[config.mk]
export PLATFORM = sky130hd
export DESIGN_NAME = jpeg_ring_bridge_flat
export DESIGN_NICKNAME = d
export VERILOG_FILES = /design/src/rtl/jpeg_ring_bridge_if.sv /design/src/rtl/jpeg_ring_bridge.sv /design/src/flat_wrapper.sv
export SDC_FILE = /design/constraint.sdc
export NUM_CORES = 1
export LEC_CHECK = 0
export BUFFER_PORTS_ARGS = -buffer_cell sky130_fd_sc_hd__buf_2
export CORE_MARGIN = 2
export CORE_UTILIZATION = 50
export DETAILED_ROUTE_END_ITERATION = 7
export PLACE_DENSITY = 0.76
export SYNTH_ARGS = -nofsm -noshare
export SYNTH_HDL_FRONTEND = slang
export SYNTH_SLANG_ARGS = --single-unit
[constraint.sdc]
create_clock -name clk_i -period 3.3 [get_ports clk_i]
set_input_delay 0.66 -clock clk_i [delete_from_list [all_inputs] [get_ports clk_i]]
set_output_delay 0.66 -clock clk_i [all_outputs]
set_load 0.05 [all_outputs]
[src/rtl/jpeg_ring_bridge_if.sv]
// Bundle of the ring, jpeg_core and status signals of jpeg_ring_bridge.
// slave  : the bridge side.
// master : the side driving the bridge (SoC glue or bench).
// Counter outputs exist only when JPEG_RING_BRIDGE_STATS_EN is defined.
interface jpeg_ring_bridge_if #(
    parameter int unsigned ring_width_p  = 88,
    parameter int unsigned data_width_p  = 32,
    parameter int unsigned strb_width_p  = data_width_p / 8,
    parameter int unsigned dim_width_p   = 16,
    parameter int unsigned color_width_p = 8
) ();

    // ring ingress
    logic                     ring_v_i;
    logic [ring_width_p-1:0]  ring_data_i;
    logic                     ring_yumi_o;

    // beats to jpeg_core
    logic                     core_valid_o;
    logic [data_width_p-1:0]  core_data_o;
    logic [strb_width_p-1:0]  core_strb_o;
    logic                     core_last_o;
    logic                     core_accept_i;

    // pixels from jpeg_core
    logic                     pix_valid_i;
    logic [dim_width_p-1:0]   pix_width_i;
    logic [dim_width_p-1:0]   pix_height_i;
    logic [dim_width_p-1:0]   pix_x_i;
    logic [dim_width_p-1:0]   pix_y_i;
    logic [color_width_p-1:0] pix_r_i;
    logic [color_width_p-1:0] pix_g_i;
    logic [color_width_p-1:0] pix_b_i;
    logic                     pix_accept_o;

    // ring egress
    logic                     ring_v_o;
    logic [ring_width_p-1:0]  ring_data_o;
    logic                     ring_ready_i;

    // status
    logic                     frame_done_o;
    logic                     idle_o;

`ifdef JPEG_RING_BRIDGE_STATS_EN
    logic [31:0]              pix_count_o;
    logic [31:0]              stall_count_o;
    logic [31:0]              beat_count_o;
`endif

    modport slave (
`ifdef JPEG_RING_BRIDGE_STATS_EN
        output pix_count_o, stall_count_o, beat_count_o,
`endif
        input  ring_v_i, ring_data_i,
        output ring_yumi_o,
        output core_valid_o, core_data_o, core_strb_o, core_last_o,
        input  core_accept_i,
        input  pix_valid_i, pix_width_i, pix_height_i, pix_x_i, pix_y_i,
        input  pix_r_i, pix_g_i, pix_b_i,
        output pix_accept_o,
        output ring_v_o, ring_data_o,
        input  ring_ready_i,
        output frame_done_o, idle_o
    );

    modport master (
`ifdef JPEG_RING_BRIDGE_STATS_EN
        input  pix_count_o, stall_count_o, beat_count_o,
`endif
        output ring_v_i, ring_data_i,
        input  ring_yumi_o,
        input  core_valid_o, core_data_o, core_strb_o, core_last_o,
        output core_accept_i,
        output pix_valid_i, pix_width_i, pix_height_i, pix_x_i, pix_y_i,
        output pix_r_i, pix_g_i, pix_b_i,
        input  pix_accept_o,
        input  ring_v_o, ring_data_o,
        output ring_ready_i,
        input  frame_done_o, idle_o
    );

endinterface

[src/rtl/jpeg_ring_bridge.sv]
// Bridge between an fsb-style ring port and the jpeg_core stream interfaces.
//   ingress: ring word -> one-entry slice -> data/strobe/last beat
//   egress : pixel fields -> els_p-deep FIFO -> packed ring word
// Also reports end-of-frame and idle.
// Optional JPEG_RING_BRIDGE_STATS_EN adds pixel/stall/beat counters.
module jpeg_ring_bridge #(
    parameter int unsigned ring_width_p  = 88,
    parameter int unsigned data_width_p  = 32,
    parameter int unsigned strb_width_p  = data_width_p / 8,
    parameter int unsigned els_p         = 4,
    parameter int unsigned dim_width_p   = 16,
    parameter int unsigned color_width_p = 8
) (
    input logic            clk_i,
    input logic            rst_i,
    jpeg_ring_bridge_if.slave bus
);

    localparam int unsigned pack_w = 4 * dim_width_p + 3 * color_width_p;
    localparam int unsigned ptr_w  = (els_p > 1) ? $clog2(els_p) : 1;
    localparam int unsigned cnt_w  = $clog2(els_p + 1);

    localparam logic [ptr_w-1:0] last_ptr   = ptr_w'(els_p - 1);
    localparam logic [cnt_w-1:0] full_count = cnt_w'(els_p);

    // ------------------------------------------------------------------
    // Ingress slice
    // ------------------------------------------------------------------
    typedef enum logic {
        EMPTY = 1'b0,
        FULL  = 1'b1
    } slice_state_t;

    slice_state_t            state;
    logic                    core_valid;
    logic [data_width_p-1:0] core_data;
    logic [strb_width_p-1:0] core_strb;
    logic                    core_last;
    logic                    yumi;
    logic                    unused_ring_bits;

    // bits between strobe and data carry nothing
    assign unused_ring_bits = ^bus.ring_data_i;

    assign yumi = bus.ring_v_i & ((state == EMPTY) | bus.core_accept_i);

    // slice FSM: load on yumi (reload when draining), empty on bare accept
    always_ff @(posedge clk_i) begin
        if (rst_i) begin
            state      <= EMPTY;
            core_valid <= 1'b0;
            core_data  <= '0;
            core_strb  <= '0;
            core_last  <= 1'b0;
        end else if (yumi) begin
            state      <= FULL;
            core_valid <= 1'b1;
            core_last  <= bus.ring_data_i[ring_width_p-1];
            core_strb  <= bus.ring_data_i[ring_width_p-2 -: strb_width_p];
            core_data  <= bus.ring_data_i[data_width_p-1:0];
        end else if (bus.core_accept_i) begin
            state      <= EMPTY;
            core_valid <= 1'b0;
        end
    end

    assign bus.ring_yumi_o  = yumi;
    assign bus.core_valid_o = core_valid;
    assign bus.core_data_o  = core_data;
    assign bus.core_strb_o  = core_strb;
    assign bus.core_last_o  = core_last;

    // ------------------------------------------------------------------
    // Egress FIFO
    // ------------------------------------------------------------------
    logic [ring_width_p-1:0] storage [els_p];
    logic [ptr_w-1:0]        wr_ptr;
    logic [ptr_w-1:0]        rd_ptr;
    logic [cnt_w-1:0]        count;
    logic                    pix_accept;
    logic                    fifo_v;
    logic                    push;
    logic                    pop;
    logic [ring_width_p-1:0] packed_word;
    logic [dim_width_p-1:0]  last_x;
    logic [dim_width_p-1:0]  last_y;
    logic                    frame_done;

    assign pix_accept = (count != full_count);
    assign fifo_v     = (count != '0);
    assign push       = bus.pix_valid_i & pix_accept;
    assign pop        = fifo_v & bus.ring_ready_i;

    // pack pixel fields MSB-first, b in the LSBs, upper bits zero
    always_comb begin
        packed_word = '0;
        packed_word[pack_w-1:0] = {bus.pix_width_i, bus.pix_height_i,
                                   bus.pix_x_i, bus.pix_y_i,
                                   bus.pix_r_i, bus.pix_g_i, bus.pix_b_i};
    end

    // storage write; contents need no reset since reads are gated by count
    always_ff @(posedge clk_i) begin
        if (push) begin
            storage[wr_ptr] <= packed_word;
        end
    end

    // pointers wrap at els_p-1 so non-power-of-two depths work
    always_ff @(posedge clk_i) begin
        if (rst_i) begin
            wr_ptr <= '0;
            rd_ptr <= '0;
            count  <= '0;
        end else begin
            if (push) begin
                wr_ptr <= (wr_ptr == last_ptr) ? '0 : wr_ptr + ptr_w'(1);
            end
            if (pop) begin
                rd_ptr <= (rd_ptr == last_ptr) ? '0 : rd_ptr + ptr_w'(1);
            end
            case ({push, pop})
                2'b10:   count <= count + cnt_w'(1);
                2'b01:   count <= count - cnt_w'(1);
                default: count <= count;
            endcase
        end
    end

    assign bus.pix_accept_o = pix_accept;
    assign bus.ring_v_o     = fifo_v;
    assign bus.ring_data_o  = fifo_v ? storage[rd_ptr] : '0;

    // ------------------------------------------------------------------
    // Frame completion and idle
    // ------------------------------------------------------------------
    assign last_x = bus.pix_width_i  - dim_width_p'(1);
    assign last_y = bus.pix_height_i - dim_width_p'(1);

    // one-cycle pulse after the push of the last pixel of a frame
    always_ff @(posedge clk_i) begin
        if (rst_i) begin
            frame_done <= 1'b0;
        end else begin
            frame_done <= push & (bus.pix_x_i == last_x) & (bus.pix_y_i == last_y);
        end
    end

    assign bus.frame_done_o = frame_done;
    assign bus.idle_o       = (state == EMPTY) & (count == '0);

`ifdef JPEG_RING_BRIDGE_STATS_EN
    // ------------------------------------------------------------------
    // Statistics counters, free-running and wrapping at 2^32
    // ------------------------------------------------------------------
    logic [31:0] pix_count;
    logic [31:0] stall_count;
    logic [31:0] beat_count;

    // count pushes, refused pixel cycles and accepted core beats
    always_ff @(posedge clk_i) begin
        if (rst_i) begin
            pix_count   <= '0;
            stall_count <= '0;
            beat_count  <= '0;
        end else begin
            if (push) begin
                pix_count <= pix_count + 32'd1;
            end
            if (bus.pix_valid_i & ~pix_accept) begin
                stall_count <= stall_count + 32'd1;
            end
            if (core_valid & bus.core_accept_i) begin
                beat_count <= beat_count + 32'd1;
            end
        end
    end

    assign bus.pix_count_o   = pix_count;
    assign bus.stall_count_o = stall_count;
    assign bus.beat_count_o  = beat_count;
`endif

endmodule

[src/flat_wrapper.sv]
// flat-port wrapper written by rule: the top's interface ports become plain ports
module jpeg_ring_bridge_flat 
#(
    parameter int unsigned ring_width_p  = 88,
    parameter int unsigned data_width_p  = 32,
    parameter int unsigned strb_width_p  = data_width_p / 8,
    parameter int unsigned els_p         = 4,
    parameter int unsigned dim_width_p   = 16,
    parameter int unsigned color_width_p = 8
)
  (clk_i, rst_i, bus_ring_v_i, bus_ring_data_i, bus_ring_yumi_o, bus_core_valid_o, bus_core_data_o, bus_core_strb_o, bus_core_last_o, bus_core_accept_i, bus_pix_valid_i, bus_pix_width_i, bus_pix_height_i, bus_pix_x_i, bus_pix_y_i, bus_pix_r_i, bus_pix_g_i, bus_pix_b_i, bus_pix_accept_o, bus_ring_v_o, bus_ring_data_o, bus_ring_ready_i, bus_frame_done_o, bus_idle_o);
  jpeg_ring_bridge_if #(.ring_width_p(ring_width_p), .data_width_p(data_width_p), .strb_width_p(strb_width_p), .dim_width_p(dim_width_p), .color_width_p(color_width_p)) bus_i ();
  input logic clk_i;
  input logic rst_i;
  input wire logic [$bits(bus_i.ring_v_i)-1:0] bus_ring_v_i;
  input wire logic [$bits(bus_i.ring_data_i)-1:0] bus_ring_data_i;
  output wire logic [$bits(bus_i.ring_yumi_o)-1:0] bus_ring_yumi_o;
  output wire logic [$bits(bus_i.core_valid_o)-1:0] bus_core_valid_o;
  output wire logic [$bits(bus_i.core_data_o)-1:0] bus_core_data_o;
  output wire logic [$bits(bus_i.core_strb_o)-1:0] bus_core_strb_o;
  output wire logic [$bits(bus_i.core_last_o)-1:0] bus_core_last_o;
  input wire logic [$bits(bus_i.core_accept_i)-1:0] bus_core_accept_i;
  input wire logic [$bits(bus_i.pix_valid_i)-1:0] bus_pix_valid_i;
  input wire logic [$bits(bus_i.pix_width_i)-1:0] bus_pix_width_i;
  input wire logic [$bits(bus_i.pix_height_i)-1:0] bus_pix_height_i;
  input wire logic [$bits(bus_i.pix_x_i)-1:0] bus_pix_x_i;
  input wire logic [$bits(bus_i.pix_y_i)-1:0] bus_pix_y_i;
  input wire logic [$bits(bus_i.pix_r_i)-1:0] bus_pix_r_i;
  input wire logic [$bits(bus_i.pix_g_i)-1:0] bus_pix_g_i;
  input wire logic [$bits(bus_i.pix_b_i)-1:0] bus_pix_b_i;
  output wire logic [$bits(bus_i.pix_accept_o)-1:0] bus_pix_accept_o;
  output wire logic [$bits(bus_i.ring_v_o)-1:0] bus_ring_v_o;
  output wire logic [$bits(bus_i.ring_data_o)-1:0] bus_ring_data_o;
  input wire logic [$bits(bus_i.ring_ready_i)-1:0] bus_ring_ready_i;
  output wire logic [$bits(bus_i.frame_done_o)-1:0] bus_frame_done_o;
  output wire logic [$bits(bus_i.idle_o)-1:0] bus_idle_o;
  assign bus_i.ring_v_i = bus_ring_v_i;
  assign bus_i.ring_data_i = bus_ring_data_i;
  assign bus_ring_yumi_o = bus_i.ring_yumi_o;
  assign bus_core_valid_o = bus_i.core_valid_o;
  assign bus_core_data_o = bus_i.core_data_o;
  assign bus_core_strb_o = bus_i.core_strb_o;
  assign bus_core_last_o = bus_i.core_last_o;
  assign bus_i.core_accept_i = bus_core_accept_i;
  assign bus_i.pix_valid_i = bus_pix_valid_i;
  assign bus_i.pix_width_i = bus_pix_width_i;
  assign bus_i.pix_height_i = bus_pix_height_i;
  assign bus_i.pix_x_i = bus_pix_x_i;
  assign bus_i.pix_y_i = bus_pix_y_i;
  assign bus_i.pix_r_i = bus_pix_r_i;
  assign bus_i.pix_g_i = bus_pix_g_i;
  assign bus_i.pix_b_i = bus_pix_b_i;
  assign bus_pix_accept_o = bus_i.pix_accept_o;
  assign bus_ring_v_o = bus_i.ring_v_o;
  assign bus_ring_data_o = bus_i.ring_data_o;
  assign bus_i.ring_ready_i = bus_ring_ready_i;
  assign bus_frame_done_o = bus_i.frame_done_o;
  assign bus_idle_o = bus_i.idle_o;
  jpeg_ring_bridge #(.ring_width_p(ring_width_p), .data_width_p(data_width_p), .strb_width_p(strb_width_p), .els_p(els_p), .dim_width_p(dim_width_p), .color_width_p(color_width_p)) u_core (.clk_i(clk_i), .rst_i(rst_i), .bus(bus_i));
endmodule
==> impl_summary.txt, run 1 <==
----------------------------------------------------
[Status]
  Status ... complete, no violations

[Clock tree]
  # resized after CTS ... 0
  TritonCTS clock tree ... built
  Root Buffer ... sky130_fd_sc_hd__clkbuf_16
  Total setup buffers inserted after CTS ... 0
  Hold bufs inserted after CTS ... 0
  TritonCTS Buffers ... 42
  Source-to-sink clock delay at the later pin of the worst-skew pair ... 0.53 ns
  Number of clock sinks ... 400
  Clk slew on worst S/H paths ... 0.06 ns
  Largest buffer count on any clock path ... 3
  H-tree depth ... 2

[Setup path]
  Crit path kind ... reg -> out
  Crit-path leading delay family ... simple AND/OR/NAND/NOR gates
  Startpoint of the worst register-to-register path ... u_core.count[0]
  Crit-path max cell delay ... 0.77 ns
  Maximum fanout along the worst path ... 62
  Type of element launching the critical path ... flip-flop
  Worst path bufs/invs ... 2
  Worst EP arrival ... 2.39 ns
  Crit path max-delay cell type ... sky130_fd_sc_hd__or3_2
  R2R Path End ... u_core.count[2]
  Number of cells on the worst reg-to-reg path ... 9
  Series of cell instances along the critical path ... or3_2 > buf_12 > and2_1 > buf_2
  Data required time of the critical path ... 2.64 ns
  CP endpoint kind ... output port
  Slack of the worst reg-to-reg path ... 0.80 ns

[Final layout]
  Ratio of cells with drive above 1 in the final layout ... 35.84%
  Utilization of the core after routing ... 61.28%
  Net total in the final layout ... 1394
  Filler cell count in the final layout ... 2329
  Register area ... 11540 sq um
  Area occupied by multi-input gates ... 4313 sq um
  P&R area growth vs syn ... 20.38%

[Detailed routing]
  Number of remaining DRC errors ... 0
  DRT Pass-1 Iters ... 5
  Total number of vias ... 9059
  DRT antenna net count ... 0
  Average detailed-routed wire length per instance ... 21.65 microns
  Total length of routed wires ... 35630 microns
  Post-detailed-route via-to-cell ratio ... 5.504
  Iteration-0 DRC Markers ... 607

[Flow run]
  # Max-Cap Violations ... 0

[Power and ir drop]
  Leakage dissipation ... 6.930 nW
  Power density cells ... 860.4 nW/um^2
  Largest vdd supply drop ... 802.2 uV

[Floorplan]
  Die outline height ... 183.2 microns
  Die boundary width ... 183.2 microns
  Number of I/O pins ... 313
  Row count ... 65
  Area of the die ... 33580 sq um
  Initial Util ... 50.90%
  Floorplan core area ... 31560 sq um

[Timing]
  Max-Slew Margin vs Limit ... 42.39%
  Number of hold violations in the final report ... 0
  Setup repair after global routing missed its margin ... no
  Final critical-path share of the clock period ... 92.48%
  F_max ... 0.3277 GHz
  Final Max Tran Viols ... 0
  Worst clock skew ... 0.01793 ns
  Sum of negative setup slack ... 0 ns
  Total setup violations reported at the end of the flow ... 0
  Time the final worst path needs with I/O delays and setup ... 3.052 ns
  Transition time of the tightest slew-check pin ... 0.8641 ns

[Synthesis]
  Yosys reg bits ... 400
  Post-synthesis cell type count ... 48
  Mapped Avg Cell Area ... 17.33 sq um
  Cell type with the highest aggregate area in the netlist ... sky130_fd_sc_hd__edfxtp_1
  Synthesized net count ... 1118
  Cell count after synthesis ... 927
  Synthesized cell area ... 16060 sq um
  Yosys warning count ... 0
  Area share of the largest cell type after synthesis ... 65.80%
  Portion of the post-synthesis area used by sequential elements ... 71.79%
  Top cells by area, synth ... sky130_fd_sc_hd__edfxtp_1, sky130_fd_sc_hd__mux4_2, sky130_fd_sc_hd__dfxtp_1

[Worst hold path]
  Endpoint with the worst hold slack ... u_core.storage[3][5]
  Type of the tightest min-delay check ... in -> reg
  Hold Crit Depth ... 1
  Hold Path Origin ... bus_pix_b_i[5]

[Global route]
  Antenna violations before repair ... 12
  GR Overflow Total ... 0
  Global-route usage over all layers ... 21.35%
  Maximum number of pins on one net before global-route repair ... 63
  Via count of the first global-routing pass ... 9514
  Global-route wire length before repair ... 54170 microns

[Placement]
  HPWL reported at the end of detailed placement ... 22300 microns
  Final weighted congestion in routability-driven placement ... 0.7865
  Number of buffer cells added on primary ports ... 261

----------------------------------------------------
where the power goes:
| part | total (W) | internal [W] | switching, W |
|---|---|---|---|
| registers | 0.00612 | 0.00598 | 0.000140 |
| logic | 0.00589 | 0.00170 | 0.00420 |
| clock network | 0.00463 | 0.00275 | 0.00187 |
cells in the final DEF, fill, tap and decap left out, types with 9 or more instances in the layout:
cell | Yosys | layout
sky130_fd_sc_hd__clkinv_1 | 0 | 10
sky130_fd_sc_hd__dfxtp_1 | 48 | 46
sky130_fd_sc_hd__buf_2 | 9 | 261
sky130_fd_sc_hd__edfxtp_1 | 352 | 352
sky130_fd_sc_hd__inv_1 | 14 | 14
sky130_fd_sc_hd__mux4_2 | 88 | 88
sky130_fd_sc_hd__nor3_1 | 11 | 11
sky130_fd_sc_hd__xnor2_1 | 21 | 21
sky130_fd_sc_hd__buf_12 | 0 | 9
sky130_fd_sc_hd__clkbuf_16 | 0 | 44
sky130_fd_sc_hd__nand3_1 | 11 | 11
sky130_fd_sc_hd__and2_1 | 89 | 89
sky130_fd_sc_hd__xor2_1 | 22 | 22
sky130_fd_sc_hd__nor2_1 | 18 | 18
sky130_fd_sc_hd__a21oi_1 | 49 | 49
sky130_fd_sc_hd__nand2_1 | 85 | 85
metrics by stage:
step / hold WS [ns] / worst slack, ns / std cells / total power, W / cell area (sq um)
floorplan: 0.4541 / 0.6281 / 927 / 0.01057 / 16070
global placement: 0.4388 / 0.6024 / 1561 / 0.01211 / 17950
detailed placement: 0.4434 / 0.6219 / 1561 / 0.01218 / 17950
CTS: 0.3218 / 0.1967 / 1638 / 0.01683 / 19320
global route: 0.3283 / 0.1734 / 1644 / 0.01732 / 19330
finish: 0.3466 / 0.2481 / 1646 / 0.01664 / 19340
Yosys cell counts, drive strengths merged:
library cell and number:
edfxtp 352, and2 89, mux4 88, nand2 85, a21oi 49, dfxtp 48, clkbuf 31, xor2 22
xnor2 21, nor2 18, buf 14, inv 14, nor3 14, nand3 11, ha 8, and3 6
nor4 6, o21ai 6, and4 5, nor4b 4, a31oi 3, mux2i 3, nand3b 3, nor2b 3
nor3b 3, nand2b 2, nand4 2, or3 2, or3b 2, or4b 2, a211o 1, a211oi 1
a31o 1, fa 1, mux2 1, nand4b 1, o21a 1, o221ai 1, o22ai 1, o31ai 1
o32ai 1
flip-flops by register name, summed over array words and instances (netlist names), 2 cells and up, named ones only:
signal	flops
u_core.bus.core_data_o	32
u_core.bus.core_strb_o	4
u_core.count	3
u_core.rd_ptr	2
u_core.storage	352
u_core.wr_ptr	2
routing by layer:
layer	vias up	wire [microns]	track usage (%)
met2	272	17540	35.35
met3	70	2104	4.647
met5	-	42	0
met4	8	943	7.040
met1	4566	15000	28.40
li1	4143	-	-
kinds of logic (layout without fill, tap and decap cells):
family / Yosys count / in the layout / synth area share, %
DFF: 400 / 400 / 71.79
and+or+nand+nor: 258 / 258 / 8.802
muxes: 92 / 92 / 12.60
AOI/OAI and AO/OA: 66 / 66 / 2.228
buffers and inverters: 59 / 368 / 1.495
xor gates and xnor gates: 43 / 43 / 2.345
adders and majority gates: 9 / 9 / 0.7478
other: 0 / 8 / 0
worst max path at each step:
stage	from	endpoint	slack, ns	cells after the start
final	u_core.count[2]	bus_ring_data_o[35]	0.25	4
after global routing	u_core.count[2]	bus_ring_data_o[35]	0.17	4
after CTS	u_core.count[2]	bus_ring_data_o[35]	0.20	4
after detailed placement	bus_pix_height_i[0]	u_core.bus.frame_done_o	0.62	8
after global placement	bus_pix_width_i[0]	u_core.bus.frame_done_o	0.60	9
after floorplan	u_core.count[0]	u_core.storage[3][0]	0.63	3
worst reg2reg max path, delay by kind of cell, from the launching register on:
kind                     cells  cell delay (ns)
AND/OR/NAND/NOR              3             1.01
adder cells (fa/ha/maj)      2             0.56
flip-flops                   1             0.38
buffers and inverters        2             0.18
XOR/XNOR                     1             0.16
AO/OA/AOI/OAI                1             0.14
cell type report:
type	count	share of cell area, %
antenna	8	0.1035
sequential	400	59.67
timing repair buffer	277	7.959
clock inverter	24	1.029
multi-input combinational	468	22.30
tap	402	2.601
clock buffer	53	6.063
inverter	14	0.2718
(Power assumes the default switching activity.)
==> inputs of run 2 (changes only) <==
- ABC_AREA: default -> 1
- CORE_ASPECT_RATIO: default -> 1.1
==> impl_summary.txt, run 2 <==
----------------------------------------------------
[Synthesis]
  Cell type with the highest aggregate area in the netlist ... sky130_fd_sc_hd__edfxtp_1
  Most used flip-flop cell after synthesis ... sky130_fd_sc_hd__edfxtp_1
  Synthesized net count ... 1765 (+58%)
  Portion of the post-synthesis area used by sequential elements ... 69.08% (-2.7 points)
  Largest family of logic cells by synthesized area ... simple AND/OR/NAND/NOR gates
  Post-synthesis async set-or-reset flop share ... 0% (unchanged)
  Top cells by count, synth ... sky130_fd_sc_hd__nor2_1, sky130_fd_sc_hd__edfxtp_1, sky130_fd_sc_hd__nand2_1
  Yosys warning count ... 0 (unchanged)
  Adder and majority gate portion of the synthesized area ... 0.7196% (-0.028 points)
  Yosys reg bits ... 400 (unchanged)
  Simple-gate share of the synthesized area ... 15.69% (+6.9 points)
  Synthesized cell area ... 16690 sq um (+3.9%)
  Mapped Avg Cell Area ... 10.60 sq um (-39%)
  Multiplexer area fraction after synthesis ... 0% (-13 points)
  Most common cell in the synthesized netlist ... sky130_fd_sc_hd__nor2_1
  Area share of the largest cell type after synthesis ... 63.32% (-2.5 points)
  Top cells by area, synth ... sky130_fd_sc_hd__edfxtp_1, sky130_fd_sc_hd__nor2_1, sky130_fd_sc_hd__dfxtp_1
  Cell count after synthesis ... 1574 (+70%)
  EDFF count, synth ... 352 (unchanged)
  Post-synthesis cell type count ... 30 (-38%)
  Compound-cell area share of the yosys netlist ... 9.887% (+7.7 points)
  Share of the synthesized netlist area taken by xor and xnor gates ... 1.027% (-1.3 points)

[Setup path]
  Slack of the worst reg-to-reg path ... 0.86 ns (+0.06 ns)
  Crit-path leading delay family ... buffers and inverters
  Crit path kind ... reg -> out
  Data required time of the critical path ... 2.64 ns (about the same)
  Series of cell instances along the critical path ... clkinv_2 > buf_4 > buf_4 > nor2_1 > o21ai_0 > a21oi_1 > buf_2
  Crit-path most repeated cell ... sky130_fd_sc_hd__buf_4
  Crit-path max cell delay ... 0.37 ns (-0.40 ns)
  Worst EP arrival ... 2.48 ns (+0.09 ns)
  Number of cells on the worst reg-to-reg path ... 6 (-3)
  Crit path max-delay cell type ... sky130_fd_sc_hd__buf_4
  Maximum fanout along the worst path ... 23 (-63%)
  Startpoint of the worst register-to-register path ... u_core.count[0]
  R2R Path End ... u_core.storage[1][71]
  Number of cells on the critical path ... 7 (+3)
  Worst path bufs/invs ... 4 (+2)
  Type of element launching the critical path ... flip-flop
  CP endpoint kind ... output port

[Global route]
  Antenna violations before repair ... 9 (-3)
  Global-route usage over all layers ... 22.71% (+1.4 points)
  Global-route wire length before repair ... 61530 microns (+14%)
  Via count of the first global-routing pass ... 11850 (+25%)
  GR Overflow Total ... 0 (unchanged)
  Maximum number of pins on one net before global-route repair ... 86 (+37%)

[Detailed routing]
  Total length of routed wires ... 39900 microns (+12%)
  Post-detailed-route via-to-cell ratio ... 5.304 (-3.6%)
  DRT antenna net count ... 0 (unchanged)
  Total number of vias ... 12150 (+34%)
  Average detailed-routed wire length per instance ... 17.42 microns (-20%)
  Iteration-0 DRC Markers ... 1108 (+83%)
  DRT Pass-1 Iters ... 5 (unchanged)
  Number of remaining DRC errors ... 0 (unchanged)

[Floorplan]
  Die outline height ... 195.6 microns (+6.8%)
  Initial Util ... 50.42% (-0.48 points)
  Area of the die ... 34860 sq um (+3.8%)
  Number of I/O pins ... 313 (unchanged)
  Die boundary width ... 178.2 microns (-2.7%)
  Floorplan core area ... 33110 sq um (+4.9%)
  Row count ... 70 (+7.7%)

[Timing]
  F_max ... 0.3183 GHz (-2.9%)
  Transition time of the tightest slew-check pin ... 0.6791 ns (-0.1850 ns)
  Final critical-path share of the clock period ... 95.21% (+2.7 points)
  Number of hold violations in the final report ... 0 (unchanged)
  Total setup violations reported at the end of the flow ... 0 (unchanged)
  Sum of negative setup slack ... 0 ns (unchanged)
  Worst clock skew ... 0.01613 ns (-0.001793 ns)
  Max-Slew Margin vs Limit ... 54.73% (+12 points)
  Setup repair after global routing missed its margin ... no
  Final Max Tran Viols ... 0 (unchanged)
  Time the final worst path needs with I/O delays and setup ... 3.142 ns (+0.09001 ns)

[Clock tree]
  Total setup buffers inserted after CTS ... 0 (unchanged)
  Number of clock sinks ... 400 (unchanged)
  Clk slew on worst S/H paths ... 0.06 ns (about the same)
  Largest buffer count on any clock path ... 3 (unchanged)
  TritonCTS clock tree ... built
  TritonCTS Buffers ... 40 (-4.8%)
  H-tree depth ... 2 (unchanged)
  Root Buffer ... sky130_fd_sc_hd__clkbuf_16
  Source-to-sink clock delay at the later pin of the worst-skew pair ... 0.53 ns (about the same)

[Final layout]
  P&R area growth vs syn ... 19.27%
  Area occupied by multi-input gates ... 4591 sq um (+6.4%)
  Filler cell count in the final layout ... 2700 (+16%)
  Commonest non-fill, non-tap cells in the layout ... sky130_fd_sc_hd__nor2_1, sky130_fd_sc_hd__edfxtp_1, sky130_fd_sc_hd__buf_2, sky130_fd_sc_hd__nand2_1, sky130_fd_sc_hd__o21ai_0
  Utilization of the core after routing ... 60.14% (-1.1 points)
  Net total in the final layout ... 2016 (+45%)
  Max FFs per register ... 352 (unchanged)
  Register area ... 11540 sq um (unchanged)
  Most common cell after layout, fill and taps aside ... sky130_fd_sc_hd__nor2_1
  Largest Register ... u_core.storage
  Ratio of cells with drive above 1 in the final layout ... 19.65% (-16 points)

[Worst hold path]
  Endpoint with the worst hold slack ... u_core.storage[2][13]
  Hold Crit Depth ... 1 (unchanged)
  Type of the tightest min-delay check ... in -> reg
  Hold Path Origin ... bus_pix_g_i[5]

[Power and ir drop]
  Power density cells ... 878.6 nW/um^2 (+2.1%)
  Total design power ... 0.01749 W (+5.1%)
  Largest vdd supply drop ... 748.0 uV (-6.8%)
  Leakage dissipation ... 7.774 nW (+12%)

[Flow run]
  # Max-Cap Violations ... 0 (unchanged)

[Placement]
  Number of buffer cells added on primary ports ... 261 (unchanged)
  Final weighted congestion in routability-driven placement ... 0.8669 (+10%)
  HPWL reported at the end of detailed placement ... 24550 microns (+10%)

[Status]
  Status ... complete, no violations

----------------------------------------------------
-- run 2: logic make-up after synthesis --
| family | after synthesis |
|---|---|
| simple gates | 670 |
| flops | 400 |
| compound gates | 325 |
| buf+inv | 152 |
| xor+xnor | 18 |
| fa+ha+maj | 9 |
-- run 2: through the flow --
stage / area (sq um) / setup slack, ns / hold WS, ns / std cells
2_1_floorplan: 16700 / -0.6335 / 0.4571 / 1574
3_3_place_gp: 18570 / 0.5595 / 0.4485 / 2215
3_5_place_dp: 18570 / 0.5420 / 0.4537 / 2215
4_1_cts: 19890 / 0.06797 / 0.3217 / 2284
5_1_grt: 19900 / 0.03607 / 0.3231 / 2287
6_report: 19910 / 0.1581 / 0.3490 / 2290
-- run 2: area by class of cell --
cell class	count	area share, %
sequential	400	57.96
multi-input combinational	1022	23.06
timing repair buffer	289	8.201
clock buffer	49	5.304
tap	432	2.715
inverter	72	1.401
clock inverter	20	1.288
antenna	6	0.07541
-- run 2: how the worst max path moves through the flow --
stage / from / end / slack, ns
CTS: u_core.count[0] / bus_ring_data_o[65] / 0.07
floorplan: bus_pix_valid_i / u_core.storage[3][0] / -0.63
finish: flip-flop / bus_ring_data_o[73] / 0.16
global placement: bus_pix_valid_i / u_core.storage[1][76] / 0.56
global route: flip-flop / bus_ring_data_o[38] / 0.04
detailed placement: bus_pix_valid_i / u_core.storage[1][76] / 0.54
-- run 2: worst register-to-register path, cell delays in order (launching register included) --
cell and delay (ns):
sky130_fd_sc_hd__dfxtp_1 0.36, sky130_fd_sc_hd__nor2_1 0.08, sky130_fd_sc_hd__a21boi_0 0.23, sky130_fd_sc_hd__buf_4 0.18, sky130_fd_sc_hd__clkinv_1 0.35, sky130_fd_sc_hd__nor2_4 0.25, sky130_fd_sc_hd__buf_4 0.59
-- run 2: layer usage --
metal	share of wire [%]	up-vias	global-route usage (%)	wire (microns)
li1	-	5869	-	-
met1	40	5743	28.69	15880
met4	2.8	6	7.709	1118
met5	0.10	-	0	41
met2	50	446	39.19	19920
met3	7.4	82	4.322	2937
-- run 2: timing repair --
action | 4_1_cts | 5_1_grt
endpoints found under the setup margin | 1 | 12
hold buffers | 0 | 0
gates resized for setup | 1 | 2
-- run 2: report_power, final --
group	total (W)	switching [W]	internal [W]
clock network	0.00455	0.00181	0.00274
logic	0.00678	0.00536	0.00142
registers	0.00616	0.000155	0.00601
total	0.0175	0.00733	0.0102
